<file path="src/rtl/rf_pkg.sv">
// Shared types and default sizes for the multiport register file.
package rf_pkg;

    localparam int RF_DATA_W = 16;
    localparam int RF_ADDR_W = 4;

    typedef enum logic [1:0] {
        IDLE = 2'd0,
        DUMP = 2'd1,
        DONE = 2'd2
    } dump_state_t;

endpackage

</file>
<file path="src/rtl/rf_dump_seq.sv">
// Debug dump sequencer: on halt, walks the register index space once,
// one index per cycle, then parks in DONE until reset.
module rf_dump_seq
    import rf_pkg::*;
#(
    parameter int ADDR_W   = RF_ADDR_W,
    parameter bit ZERO_REG = 1'b1
) (
    input  logic              clk,
    input  logic              rst_n,
    input  logic              hlt_i,
    output logic [ADDR_W-1:0] ptr_o,
    output logic              issue_o,
    output logic              dump_valid_o,
    output logic              dump_done_o
);

    // One extra pointer bit so the terminal compare never wraps to zero.
    localparam int              PTR_W     = ADDR_W + 1;
    localparam logic [PTR_W-1:0] PTR_START = ZERO_REG ? PTR_W'(1) : PTR_W'(0);
    localparam logic [PTR_W-1:0] PTR_LAST  = PTR_W'((1 << ADDR_W) - 1);

    dump_state_t      state_q, state_d;
    logic [PTR_W-1:0] ptr_q, ptr_d;
    logic             valid_q, valid_d;
    logic             done_q, done_d;

    // State, pointer and status registers.
    // NOTE: sequential state uses non-blocking assignments so every register
    // samples the pre-edge values of its peers, independent of block order.
    always_ff @(posedge clk or negedge rst_n) begin
        if (!rst_n) begin
            state_q <= IDLE;
            ptr_q   <= '0;
            valid_q <= 1'b0;
            done_q  <= 1'b0;
        end else begin
            state_q <= state_d;
            ptr_q   <= ptr_d;
            valid_q <= valid_d;
            done_q  <= done_d;
        end
    end

    // Next-state logic: a beat is issued every cycle spent in DUMP.
    // NOTE: every signal gets a default first so no path leaves it unassigned,
    // which would otherwise infer a latch.
    always_comb begin
        state_d = state_q;
        ptr_d   = ptr_q;
        valid_d = 1'b0;
        done_d  = done_q;
        unique case (state_q)
            IDLE: begin
                if (hlt_i) begin
                    state_d = DUMP;
                    ptr_d   = PTR_START;
                end
            end
            DUMP: begin
                valid_d = 1'b1;
                if (ptr_q == PTR_LAST) begin
                    state_d = DONE;
                end else begin
                    ptr_d = ptr_q + 1'b1;
                end
            end
            DONE: begin
                done_d = 1'b1;
            end
            default: begin
                state_d = IDLE;
            end
        endcase
    end

    assign ptr_o        = ptr_q[ADDR_W-1:0];
    assign issue_o      = (state_q == DUMP);
    assign dump_valid_o = valid_q;
    assign dump_done_o  = done_q;

endmodule

</file>
<file path="src/rtl/rf_multiport.sv">
// Multiport register file: NUM_RD registered read ports, one write port with
// same-edge write-to-read bypass, optional hardwired-zero register 0, and a
// halt-triggered debug dump of all register contents.
module rf_multiport
    import rf_pkg::*;
#(
    parameter int DATA_W   = RF_DATA_W,
    parameter int ADDR_W   = RF_ADDR_W,
    parameter int NUM_RD   = 2,
    parameter bit ZERO_REG = 1'b1
) (
    input  logic                     clk,
    input  logic                     rst_n,
    input  logic [NUM_RD*ADDR_W-1:0] rd_addr,
    input  logic [NUM_RD-1:0]        re,
    output logic [NUM_RD*DATA_W-1:0] rd_data,
    input  logic [ADDR_W-1:0]        wr_addr,
    input  logic [DATA_W-1:0]        wr_data,
    input  logic                     we,
    input  logic                     hlt,
    output logic                     dump_valid,
    output logic [ADDR_W-1:0]        dump_addr,
    output logic [DATA_W-1:0]        dump_data,
    output logic                     dump_done
);

    localparam int DEPTH = 1 << ADDR_W;

    logic [DATA_W-1:0] mem_q [DEPTH];
    logic [ADDR_W-1:0] seq_ptr;
    logic              seq_issue;
    logic [ADDR_W-1:0] dump_addr_q;
    logic [DATA_W-1:0] dump_data_q;

    // Architectural read value: zero register first, then the in-flight write.
    function automatic logic [DATA_W-1:0] lookup(input logic [ADDR_W-1:0] a);
        if (ZERO_REG && a == '0) begin
            return '0;
        end else if (we && wr_addr == a) begin
            return wr_data;
        end else begin
            return mem_q[a];
        end
    endfunction

    // Storage array write; writes to register 0 are dropped when it is hardwired.
    // NOTE: the array is reset because the architecture requires all registers
    // to read 0 after reset; this forces flops rather than a RAM macro.
    always_ff @(posedge clk or negedge rst_n) begin
        if (!rst_n) begin
            for (int i = 0; i < DEPTH; i++) begin
                mem_q[i] <= '0;
            end
        end else if (we && !(ZERO_REG && wr_addr == '0)) begin
            mem_q[wr_addr] <= wr_data;
        end
    end

    for (genvar i = 0; i < NUM_RD; i++) begin : g_rd
        logic [DATA_W-1:0] rd_q;

        // Registered read port; a disabled port holds its last value.
        always_ff @(posedge clk or negedge rst_n) begin
            if (!rst_n) begin
                rd_q <= '0;
            end else if (re[i]) begin
                rd_q <= lookup(rd_addr[i*ADDR_W +: ADDR_W]);
            end
        end

        assign rd_data[i*DATA_W +: DATA_W] = rd_q;
    end

    rf_dump_seq #(
        .ADDR_W   (ADDR_W),
        .ZERO_REG (ZERO_REG)
    ) u_dump_seq (
        .clk          (clk),
        .rst_n        (rst_n),
        .hlt_i        (hlt),
        .ptr_o        (seq_ptr),
        .issue_o      (seq_issue),
        .dump_valid_o (dump_valid),
        .dump_done_o  (dump_done)
    );

    // Dump beat registers, aligned with the sequencer's registered valid.
    always_ff @(posedge clk or negedge rst_n) begin
        if (!rst_n) begin
            dump_addr_q <= '0;
            dump_data_q <= '0;
        end else if (seq_issue) begin
            dump_addr_q <= seq_ptr;
            dump_data_q <= lookup(seq_ptr);
        end
    end

    assign dump_addr = dump_addr_q;
    assign dump_data = dump_data_q;

endmodule

</file>
<file path="config.mk">
export PLATFORM = sky130hd
export DESIGN_NAME = rf_multiport
export DESIGN_NICKNAME = d
export VERILOG_FILES = /design/src/rtl/rf_pkg.sv /design/src/rtl/rf_dump_seq.sv /design/src/rtl/rf_multiport.sv
export SDC_FILE = /design/constraint.sdc
export NUM_CORES = 1
export LEC_CHECK = 0
export CAP_MARGIN = 20
export CELL_PAD_IN_SITES_DETAIL_PLACEMENT = 1
export CELL_PAD_IN_SITES_GLOBAL_PLACEMENT = 1
export CORE_MARGIN = 2
export CORE_UTILIZATION = 54
export CTS_CLUSTER_SIZE = 20
export DETAILED_ROUTE_END_ITERATION = 7
export DONT_BUFFER_PORTS = 1
export MAX_ROUTING_LAYER = met4
export PLACE_DENSITY_LB_ADDON = 0.1
export RECOVER_POWER = 25
export SYNTH_ARGS = -nofsm -noshare
export SYNTH_HDL_FRONTEND = slang
export SYNTH_HIERARCHICAL = 1
export SYNTH_SLANG_ARGS = --single-unit
</file>
<file path="constraint.sdc">
create_clock -name clk -period 2.7 [get_ports clk]
set_clock_uncertainty 0.05 [all_clocks]
set_input_delay 0.54 -clock clk [delete_from_list [all_inputs] [get_ports clk]]
set_output_delay 0.54 -clock clk [all_outputs]
set_load 0.03 [all_outputs]
</file>
==> results summary <==
The worst pin sits at a relative slew slack of 46.1%. In this run the critical register-to-register path is captured at dump_data[11]. The via count of the first global-routing pass came out at ~14000. The leakage power summed over all cells came out at ~8.5 nW. The number of enable flip-flop cells after synthesis came out at 0. The number of cells produced by synthesis is between 1000 and 1500. The number of DRC markers in iteration 0 came out at approximately 1200. Setup repair after global routing left no endpoint under its margin.

The number of antenna violations at the first check in global routing came out at 1. Yosys mapped the design onto 50 distinct sky130hd cell types. The finished layout holds 1868 standard cells, fillers aside. The type of the worst setup path is register to register.

The aggregate global-route resource usage is about 38%. The tightest min-delay check is of the primary input to asynchronous set/reset pin type. The worst vdd rail ir drop came out at 726 uV.

The startpoint identified for the worst register-to-register timing path is u_dump_seq/ptr_q[0]. The final critical-path setup slack is 0.343 ns. After Yosys synthesis, XOR and XNOR cells account for less than 1% of the synthesized area. STA classifies the critical path startpoint as a register. The number of nets in the synthesized netlist is about 1500. The slowest library cell on the worst path is sky130_fd_sc_hd__dfrtp_4. STA classifies the critical path endpoint as a register. The top fanout value on the critical path came out at 13. The total congestion overflow is 0. The final HPWL from detailed placement is 39900 um.

The TritonCTS buffer count came out at 37. Subtracting the final worst setup slack from the clock period gives approximately 2.4 ns. The setup slack of the worst register-to-register path came out at 0.34 ns.

Of the total synthesized cell area, the portion taken by AND, OR, NAND and NOR gates is between 5 and 6%. In this run the remaining antenna-violating nets after routing total 0. The count of standard-cell rows came out at 68. After synthesis, the largest family of logic cells by area is multiplexers. The library cell used most frequently in the layout, excluding fill and tap cells, is sky130_fd_sc_hd__dfrtp_1. After detailed routing, the number of remaining DRC violations is 0. The share of post-route cells with drive strength above 1 is roughly 37%. The data arrival time at the worst-slack endpoint is between 2 and 3 ns. The switching power came out at 6.89 mW. The net switching share of the total power came out at approximately a third. Input and output buffers added on the ports amount to 0.

The clock network fraction of total power came out at between 20% and 30%. The checks that failed: negative hold slack. The flow ran to the end, but the final reports show violations. The clock net in this run drives a total of between 300 and 400 sinks.

From bottom edge to top edge, the die measures between 150 and 200 um. The warning count from the yosys run is 6. Among all flip-flop cells after synthesis, the most frequent one is sky130_fd_sc_hd__dfrtp_1.

The count of final hold-check violations is about 320. The fraction of synthesized area in multiplexers came out at 37.1%. Routability-driven placement finished with a final weighted congestion of ~0.9. The mean number of vias per cell came out at about 7.1. The clock input transition at the sequential cells of the worst setup and hold paths came out at 0.06 ns. For this design the ratio of total power to cell area is about 970 nW/um^2. The core outline area came out at 34300 sq um. The internal portion of total power came out at approximately 13 mW.

The number of top-level pins is 88. At the pin with the least slew margin, the transition time is around 0.8 ns. The first-pass GRT wire length is 95600 um. The fmax is about 420 MHz. After synthesis the netlist holds a flip-flop and latch count of 317. The aggregate negative setup slack came out at 0 ns.

The number of cells on the worst reg-to-reg path came out at 5. The final critical-path share of the clock period came out at ~87%. In this run the deepest clock path goes through 3 buffers.

The layout has about 3300 filler cells. The final wirelength came out at 64200 um. The number of vias after detailed routing is approximately 13000. Of the total power, combinational logic draws between 30% and 40%.

The number of optimization iterations in the first detailed-route pass came out at 5. The number of cells after detailed placement came out at 1800. A synthesized cell averages roughly 13 sq um.

The synthesis-to-layout area growth is 8.31%. The delay of the slowest cell on the worst path is between 0.5 and 0.6 ns. The overall die area is 36100 sq um. The fraction of the yosys area taken by sequential cells came out at a little over two fifths. The H-tree level count is 2. Entering global routing, the biggest net connects about 320 pins. The routed length per instance is approximately 34 um. The CTS tree is yes. In the layout the commonest cells are sky130_fd_sc_hd__dfrtp_1, sky130_fd_sc_hd__mux2_2, sky130_fd_sc_hd__mux2i_1.

The number of max-slew violations in the final report is 0. Of the total synthesized cell area, the portion taken by full adders, half adders and majority gates is 0.134%. The compound-gate portion of the synthesized area is slightly below 9%. The clock tree root driver cell is sky130_fd_sc_hd__clkbuf_16. The initial cell density of the core is 54.5%. Setup violations remaining at the end of the flow were counted as 0. The critical path goes through buf_4, mux4_2, a211oi_1, and3_1, o32ai_2. The net count reported at finish is ~1400. The worst-case hold slack came out at -0.377 ns.

The latest clock arrival within the worst-skew pair is between 0.5 and 0.6 ns. In this run the cell area of the synthesized design comes to about 19000 sq um. The sequential group share of total power is between 30% and 40%. The worst setup timing slack at the placement stage is ~0.16 ns.

Gates resized during post-CTS repair numbered 0. The share of flip-flops with an asynchronous set or reset came out at 100%. In this run the horizontal extent of the chip is ~190 um. The buffer count from post-CTS setup fixing came out at 0. The required arrival time at the worst endpoint is 3.09 ns.

Max-cap violations in this run came to 0.
-- worst max path at each step --
stage                        startpoint               end  slack [ns]
CTS                 u_dump_seq/ptr_q[0]     dump_data[11]        0.37
global route        u_dump_seq/ptr_q[0]      dump_data[0]        0.29
global placement             rd_addr[5]  g_rd[1].rd_q[13]        0.23
finish              u_dump_seq/ptr_q[0]     dump_data[11]        0.34
detailed placement           rd_addr[5]  g_rd[1].rd_q[13]        0.16
floorplan                    rd_addr[0]  g_rd[0].rd_q[13]        0.56
-- critical path, delay by kind of cell, from the launching register on --
family | cells | cell delay, ns
AO/OA/AOI/OAI | 2 | 0.42
buffers and inverters | 1 | 0.31
flip-flops | 1 | 0.59
multiplexers | 1 | 0.54
AND/OR/NAND/NOR | 1 | 0.30
-- final cells by class --
cell class                      instances  area (sq um)  area share, %
Clock buffer                           56          1130           5.59
Multi-Input combinational cell        928          9730           48.1
Clock inverter                         11           184          0.909
Inverter                               37           139          0.687
Sequential cell                       317          7940           39.2
Timing Repair Buffer                   63           536           2.65
Antenna cell                            1          2.50         0.0124
Tap cell                              455           569           2.81
-- registers in the layout, summed over array words and instances, names as in the netlist --
register	flops
u_dump_seq/dump_valid_o	1
dump_data	16
dump_addr	4
u_dump_seq/dump_done_o	1
mem_q	256
g_rd.rd_q	32
u_dump_seq/state_q	2
u_dump_seq/ptr_q	5
-- routing by layer --
metal / vias up / wire length (um) / global-route usage [%]
li1: 5392 / - / -
met1: 7145 / 25900 / 48.4
met2: 547 / 30400 / 58.2
met3: 153 / 5680 / 9.11
met4: 0 / 2300 / 13.8
met5: - / 0 / -
-- power groups by stage --
stage	logic (mW)	registers (mW)	clock network [mW]
after floorplan	5.13	7.12	0
after global placement	6.13	7.64	0
after detailed placement	6.30	7.72	0
after CTS	6.36	7.66	5.54
after global routing	6.81	7.86	5.71
final	6.42	7.69	5.47
-- cells by family after synthesis --
logic type / count (synthesis)
multiplexers: 522
flip-flops: 317
buffers and inverters: 206
AO/OA/AOI/OAI: 201
AND/OR/NAND/NOR: 191
XOR/XNOR: 12
adder cells (fa/ha/maj): 2
-- cells in the mapped netlist (12+ instances only) --
cell type / count / area share, %
sky130_fd_sc_hd__clkbuf_1: 60 / 1.2
sky130_fd_sc_hd__mux2_2: 246 / 15
sky130_fd_sc_hd__buf_4: 22 / 0.88
sky130_fd_sc_hd__dfrtp_1: 317 / 42
sky130_fd_sc_hd__buf_1: 17 / 0.34
sky130_fd_sc_hd__a221o_1: 16 / 0.86
sky130_fd_sc_hd__nand3_1: 16 / 0.43
sky130_fd_sc_hd__nor2_1: 47 / 0.94
sky130_fd_sc_hd__o32ai_1: 12 / 0.56
sky130_fd_sc_hd__inv_1: 36 / 0.72
sky130_fd_sc_hd__mux4_2: 112 / 14
sky130_fd_sc_hd__and3_1: 32 / 1.1
sky130_fd_sc_hd__buf_6: 16 / 0.96
sky130_fd_sc_hd__nand2_1: 48 / 0.96
sky130_fd_sc_hd__o22ai_1: 62 / 2.1
sky130_fd_sc_hd__mux2i_1: 164 / 8.8
sky130_fd_sc_hd__a22oi_1: 23 / 0.92
sky130_fd_sc_hd__nor2b_1: 15 / 0.50
sky130_fd_sc_hd__a211oi_1: 41 / 1.6
sky130_fd_sc_hd__buf_2: 54 / 1.4
sky130_fd_sc_hd__o32ai_2: 20 / 1.7
-- metrics by stage --
| stage | power [mW] | instance area [sq um] | util [%] |
|---|---|---|---|
| after floorplan | 12.2 | 18700 | - |
| after global placement | 13.8 | 18900 | 55.2 |
| after detailed placement | 14.0 | 18900 | 55.2 |
| after CTS | 19.6 | 20200 | 59.0 |
| after global routing | 20.4 | 20200 | 59.0 |
| final | 19.6 | 20200 | 59.0 |
(Power assumes the default switching activity.)
